**src/rtl/spi_ip_shift_engine.sv**
```systemverilog
// Master-mode SPI shift engine: frames TX words onto SCK/MOSI/NSS, captures MISO,
// keeps running TX/RX CRCs and can append a CRC frame after a data frame.
module spi_ip_shift_engine #(
    parameter int unsigned MAX_W = 16
) (
    input  logic             PCLK,
    input  logic             PRESET,
    input  logic             spi_en_i,
    input  logic             cpol_i,
    input  logic             cpha_i,
    input  logic [2:0]       clk_div_i,
    input  logic             frame16_i,
    input  logic             ssm_i,
    input  logic             ssin_i,
    input  logic [MAX_W-1:0] tx_buffer_i,
    input  logic             txe_flag_i,
    input  logic             rxne_flag_i,
    input  logic [MAX_W-1:0] crc_poly_i,
    input  logic             crc_tx_flag_i,
    input  logic             clear_crc_error_flag_i,
    input  logic             ovr_clear_i,
    input  logic             miso_i,
    output logic             sck_o,
    output logic             mosi_o,
    output logic             ss_n_o,
    output logic [MAX_W-1:0] rx_buffer_o,
    output logic [MAX_W-1:0] crc_tx_data_o,
    output logic [MAX_W-1:0] crc_rx_data_o,
    output logic             set_txe_flag_o,
    output logic             set_rxne_flag_o,
    output logic             clear_crc_tx_flag_o,
    output logic             clear_crc_rx_flag_o,
    output logic             busy_flag_o,
    output logic             ovr_flag_o,
    output logic             crc_error_flag_o
);
    localparam int unsigned EW = $clog2(2 * MAX_W);

    typedef enum logic [2:0] {StIdle, StLoad, StShift, StDone, StCrcLoad, StCrcDone} state_e;

    state_e           state_q;
    logic             cpol_q, cpha_q, f16_q, in_crc_q;
    logic [2:0]       div_q;
    logic [6:0]       cnt_q;
    logic [EW-1:0]    edge_q;
    logic [MAX_W-1:0] tx_sr_q, rx_sr_q, rx_buf_q, crc_tx_q, crc_rx_q;
    logic             sck_q, mosi_q, busy_q, ovr_q, crc_err_q;
    logic             set_txe_q, set_rxne_q, clr_crc_q;

    logic [6:0]       div_max;
    logic             tick, sample_edge, shift_edge, last_edge, tx_msb;
    logic [MAX_W-1:0] rx_next, load_word, tx_load;
    logic             load_f16, load_cpha, load_mosi;

    function automatic logic [MAX_W-1:0] crc_step(input logic [MAX_W-1:0] crc, input logic b,
                                                  input logic [MAX_W-1:0] poly, input logic wide);
        if (wide) begin
            return {crc[MAX_W-2:0], 1'b0} ^ ((crc[MAX_W-1] ^ b) ? poly : '0);
        end
        return {{(MAX_W-8){1'b0}}, crc[6:0], 1'b0} ^
               ((crc[7] ^ b) ? {{(MAX_W-8){1'b0}}, poly[7:0]} : '0);
    endfunction

    always_comb begin
        div_max     = (7'd1 << div_q) - 7'd1;
        tick        = (state_q == StShift) && (cnt_q == div_max);
        // Even edge index = leading edge; CPHA picks which of the pair samples.
        sample_edge = tick && (edge_q[0] == cpha_q);
        shift_edge  = tick && (edge_q[0] != cpha_q);
        last_edge   = edge_q == (f16_q ? EW'(2 * MAX_W - 1) : EW'(15));
        tx_msb      = f16_q ? tx_sr_q[MAX_W-1] : tx_sr_q[7];
        rx_next     = sample_edge ? {rx_sr_q[MAX_W-2:0], miso_i} : rx_sr_q;
        // Data frames load from the TX buffer with fresh config; CRC frames reuse the latched one.
        load_word   = (state_q == StDone) ? crc_tx_q : tx_buffer_i;
        load_f16    = (state_q == StDone) ? f16_q : frame16_i;
        load_cpha   = (state_q == StDone) ? cpha_q : cpha_i;
        load_mosi   = load_f16 ? load_word[MAX_W-1] : load_word[7];
        tx_load     = load_cpha ? load_word : {load_word[MAX_W-2:0], 1'b0};
    end

    always_ff @(posedge PCLK or posedge PRESET) begin
        if (PRESET) begin
            state_q   <= StIdle;
            cpol_q    <= 1'b0;
            cpha_q    <= 1'b0;
            f16_q     <= 1'b0;
            div_q     <= '0;
            in_crc_q  <= 1'b0;
            cnt_q     <= '0;
            edge_q    <= '0;
            tx_sr_q   <= '0;
            rx_sr_q   <= '0;
            rx_buf_q  <= '0;
            crc_tx_q  <= '0;
            crc_rx_q  <= '0;
            sck_q     <= 1'b0;
            mosi_q    <= 1'b0;
            busy_q    <= 1'b0;
            ovr_q     <= 1'b0;
            crc_err_q <= 1'b0;
            set_txe_q <= 1'b0;
            set_rxne_q <= 1'b0;
            clr_crc_q <= 1'b0;
        end else begin
            set_txe_q  <= 1'b0;
            set_rxne_q <= 1'b0;
            clr_crc_q  <= 1'b0;
            // Clears come first so a same-cycle set below takes priority.
            if (ovr_clear_i) ovr_q <= 1'b0;
            if (clear_crc_error_flag_i) crc_err_q <= 1'b0;
            if (!spi_en_i) begin
                state_q  <= StIdle;
                busy_q   <= 1'b0;
                in_crc_q <= 1'b0;
                crc_tx_q <= '0;
                crc_rx_q <= '0;
                sck_q    <= (state_q == StIdle) ? cpol_i : cpol_q;
            end else begin
                unique case (state_q)
                    StIdle: begin
                        sck_q <= cpol_i;
                        if (!txe_flag_i) begin
                            cpol_q    <= cpol_i;
                            cpha_q    <= cpha_i;
                            div_q     <= clk_div_i;
                            f16_q     <= frame16_i;
                            tx_sr_q   <= tx_load;
                            if (!load_cpha) mosi_q <= load_mosi;
                            set_txe_q <= 1'b1;
                            busy_q    <= 1'b1;
                            state_q   <= StLoad;
                        end
                    end
                    StLoad, StCrcLoad: begin
                        cnt_q   <= '0;
                        edge_q  <= '0;
                        state_q <= StShift;
                    end
                    StShift: begin
                        if (tick) begin
                            cnt_q  <= '0;
                            sck_q  <= ~sck_q;
                            edge_q <= edge_q + EW'(1);
                            if (sample_edge) begin
                                rx_sr_q <= rx_next;
                                if (!in_crc_q) begin
                                    crc_tx_q <= crc_step(crc_tx_q, mosi_q, crc_poly_i, f16_q);
                                    crc_rx_q <= crc_step(crc_rx_q, miso_i, crc_poly_i, f16_q);
                                end
                            end
                            if (shift_edge) begin
                                mosi_q  <= tx_msb;
                                tx_sr_q <= {tx_sr_q[MAX_W-2:0], 1'b0};
                            end
                            if (last_edge) begin
                                rx_buf_q   <= f16_q ? rx_next : {{(MAX_W-8){1'b0}}, rx_next[7:0]};
                                set_rxne_q <= 1'b1;
                                clr_crc_q  <= in_crc_q;
                                state_q    <= in_crc_q ? StCrcDone : StDone;
                            end
                        end else begin
                            cnt_q <= cnt_q + 7'd1;
                        end
                    end
                    StDone: begin
                        if (rxne_flag_i) ovr_q <= 1'b1;
                        if (crc_tx_flag_i) begin
                            in_crc_q <= 1'b1;
                            tx_sr_q  <= tx_load;
                            if (!load_cpha) mosi_q <= load_mosi;
                            state_q  <= StCrcLoad;
                        end else begin
                            busy_q  <= 1'b0;
                            state_q <= StIdle;
                        end
                    end
                    StCrcDone: begin
                        if (rx_buf_q != crc_rx_q) crc_err_q <= 1'b1;
                        crc_tx_q <= '0;
                        crc_rx_q <= '0;
                        in_crc_q <= 1'b0;
                        busy_q   <= 1'b0;
                        state_q  <= StIdle;
                    end
                    default: state_q <= StIdle;
                endcase
            end
        end
    end

    assign sck_o               = sck_q;
    assign mosi_o              = mosi_q;
    assign ss_n_o              = ssm_i ? ssin_i : ~busy_q;
    assign rx_buffer_o         = rx_buf_q;
    assign crc_tx_data_o       = crc_tx_q;
    assign crc_rx_data_o       = crc_rx_q;
    assign set_txe_flag_o      = set_txe_q;
    assign set_rxne_flag_o     = set_rxne_q;
    assign clear_crc_tx_flag_o = clr_crc_q;
    assign clear_crc_rx_flag_o = clr_crc_q;
    assign busy_flag_o         = busy_q;
    assign ovr_flag_o          = ovr_q;
    assign crc_error_flag_o    = crc_err_q;

endmodule

```
**config.mk**
```make
export PLATFORM = sky130hd
export DESIGN_NAME = spi_ip_shift_engine
export DESIGN_NICKNAME = d
export VERILOG_FILES = /design/src/rtl/spi_ip_shift_engine.sv
export SDC_FILE = /design/constraint.sdc
export NUM_CORES = 1
export LEC_CHECK = 0
export ABC_CLOCK_PERIOD_IN_PS = 3900
export BUFFER_PORTS_ARGS = -buffer_cell sky130_fd_sc_hd__buf_2
export CAP_MARGIN = 20
export CORE_ASPECT_RATIO = 1.1
export CORE_UTILIZATION = 55
export DETAILED_ROUTE_END_ITERATION = 8
export PLACE_DENSITY_LB_ADDON = 0.3
export SKIP_LAST_GASP = 1
export SYNTH_ARGS = -nofsm -noshare
export SYNTH_HDL_FRONTEND = slang
export SYNTH_SLANG_ARGS = --single-unit
```
**constraint.sdc**
```tcl
create_clock -name PCLK -period 3.9 [get_ports PCLK]
set_clock_uncertainty 0.15 [all_clocks]
set_input_delay 0.585 -clock PCLK [delete_from_list [all_inputs] [get_ports PCLK]]
set_output_delay 0.585 -clock PCLK [all_outputs]
set_load 0.05 [all_outputs]
```
==> out/results.ini <==
[routing]
wl_met2_um=7479
postRouteAntennaNets=0
dr.first_iter.drc_count=299
dr.pass1.iters=5
via_per_inst=5.807
top_layer=met4
num_vias=5209
m1WireLength_um=6521
wirelength_um=15450
wl_met3_um=936
wl_per_cell_um=17.23
remaining_drc_errors=0

[cts]
cts_buffers=9
insertion_delay_ns=0.36
cts_setup_buffers=0
ctsHtreeMaxLevel=3
ctsHoldBuffers=0
cts_root_buf=clkbuf_16
clk_path_buf_depth=2
cts.clk_slew.worst_paths_ns=0.07
clkSinkCount=110
cts_resized=0
cts_tree=done

[floorplanning]
start_util_pct=56.25
die_y_um=115.4
pin_count=107
fp.dieW_um=105.1
coreArea_sq_mm=0.01144
dieArea_sq_mm=0.01214
rows=41

[synth]
synth_top_flop_cell=dfrtp_1
synth_common_cells=dfrtp_1, nand2_1, mux2i_1, nor2_1, o21ai_0
synth_edf_count=0
netlist_top_cells_area=dfrtp_1, mux2i_1, mux2_2
synthArstFlopShare_pct=100.0
syn_avg_cell_area_sq_um=9.780
postSynthCellCount=658
yosys.area.top_type=dfrtp_1
syn_area_sq_mm=0.006435
synth_cell_types=57
synth_most_common_cell=dfrtp_1
synth-seq-area-share_pct=42.78
syn_nets=710
synth_top_area_share_pct=42.78
ys_warn_count=0
synth_seq_cells=110

[placement]
place_congestion=0.9058
port_buffers=106
dpl.hpwl_um=11140
place_inst=882
dpl_worst_slack_ns=0.4231
dpl_cell_area_sq_mm=0.007036

[global_route]
grt_use_total_pct=26.81
grt_max_degree=92
antenna_found_initial=0
grt_pass1_wl_um=25350
globalRouteOverflowTotal=0
grt_pass1_vias=5020

[power]
net-switching-power_mw=0.9513
finalPower_mw=2.978
comb_power_share_pct=22.8
swShare_pct=31.94
internal_power_mw=2.027
power_density_mw_per_mm2=406.1
power_leakage_nw=3.620
power_frac_seq_pct=45.8
clkPwrFrac_pct=31.4
max-vdd-ir-drop_uv=229.7

[finish]
final_cells=897
diodes=0
multiInputGateArea_sq_mm=0.003422
fin_util_pct=64.09
seq_area_sq_mm=0.002753
n_fill_cell=937
final_net_count=795
fin_area_sq_mm=0.007332
drive_above_1_share_pct=24.90
area.growth.synth_to_final_pct=13.94

[worst_setup_path]
cp_slowest_cell=nor2_1
crit_chain=or3_1 > ha_1 > and4bb_1 > a221oi_2 > o22ai_2 > o2111a_1 > nor2_1 > o311ai_0
max_stage_delay_ns=0.71
crit_type=register to register
crit_path_start=div_q[1]
end_kind=register
cp.arrival_ns=3.52
cp.required_ns=3.94
critPathMaxFanout=15
startpoint_type=register
timing.rr.start=div_q[1]

[worst_hold_path]
hold_class=input port to asynchronous set/reset pin

[timing]
report.final.hold_viol_count=0
rsz0062_at_grt=no
whs_ns=0.01482
period_needed_ns=3.483
tightest_slew_ns=1.044
max_clock_freq_mhz=287.1
slew_headroom_pct=30.24
period_share_pct=89.31
drv_slew=0
fin_ws_ns=0.4169
setup_viol=0
tns_ns=0

[job]
maxCapViolations=0

[outcome]
outcome=completed

area by class of cell:
type / count / area share, %
Clock buffer: 9 / 3.072
Clock inverter: 6 / 0.9727
Inverter: 16 / 0.8532
Multi-Input combinational cell: 491 / 46.67
Sequential cell: 110 / 37.54
Tap cell: 150 / 2.560
Timing Repair Buffer: 115 / 8.328
path summary, 6_finish.rpt:
kind	slack, ns	to	cells after the start
max	0.42	crc_rx_data_o[15]	8
min	0.01	div_q[0]	2
max reg2reg	0.42	crc_rx_data_o[15]	8
min reg2reg	0.36	tx_sr_q[9]	1
max in group asynchronous	2.82	tx_sr_q[2]	3
min in group PCLK	0.25	ovr_flag_o	2
registers in the layout, summed over array words and instances (netlist names), 3 cells and up:
register and cells:
edge_q 5, rx_buffer_o 16, state_q 3, crc_tx_data_o 16, crc_rx_data_o 16, cnt_q 7
tx_sr_q 16, div_q 3, rx_sr_q 16
layout by cell type (no fill, tap or decap), drive strengths merged, types with 2 or more instances in the layout:
master    synthesis  routed
a21oi            25      25
a22oi             2       2
nand3b            2       2
o311ai            2       2
a32oi             2       2
dfrtp           110     110
o21ai            39      39
clkbuf           25       9
clkinv            0       2
xnor2            37      37
or3               2       2
nand4            11      11
mux2i            56      56
a31oi             3       3
o211ai            3       3
o31ai            14      14
and3              4       4
nor2b             2       2
nand3            27      27
nor3              7       7
buf              16     115
clkinvlp          0       2
nand2            89      89
nor4              5       5
xor2             24      24
nor2             50      50
o22ai             4       4
and2              2       2
nand2b            4       4
ha                3       3
mux2             53      53
o21a              3       3
o2111ai           3       3
inv              16      17
per-layer routing:
metal	track usage [%]	vias to the layer above
li1	-	2479
met1	34.64	2533
met2	43.62	162
met3	5.118	35
met4	13.71	0
met5	0	-
power groups by stage:
| stage | Clock (mW) | Combinational, mW | Sequential, mW |
|---|---|---|---|
| after global placement | 0 | 0.657 | 1.37 |
| after detailed placement | 0 | 0.680 | 1.38 |
| after CTS | 0.946 | 0.681 | 1.36 |
| after floorplan | 0 | 0.502 | 1.40 |
| after global routing | 1.00 | 0.747 | 1.38 |
| final | 0.936 | 0.679 | 1.36 |
logic make-up (layout without fill, tap and decap cells):
family,count (synthesis),after routing,share of synthesized area (%)
compound gates,110,110,10.99
fa+ha+maj,3,3,0.5834
buf+inv,57,146,4.141
xor+xnor,61,61,8.303
flops,110,110,42.78
simple gates,208,208,14.70
mux,109,109,18.51
worst max-delay path, delay by kind of cell, from the launching register on:
| kind | cells | cell delay, ns |
|---|---|---|
| fa+ha+maj | 1 | 0.29 |
| flops | 1 | 0.51 |
| compound gates | 4 | 1.00 |
| simple gates | 3 | 1.36 |
Note: power is estimated with default switching activity, not from simulation.
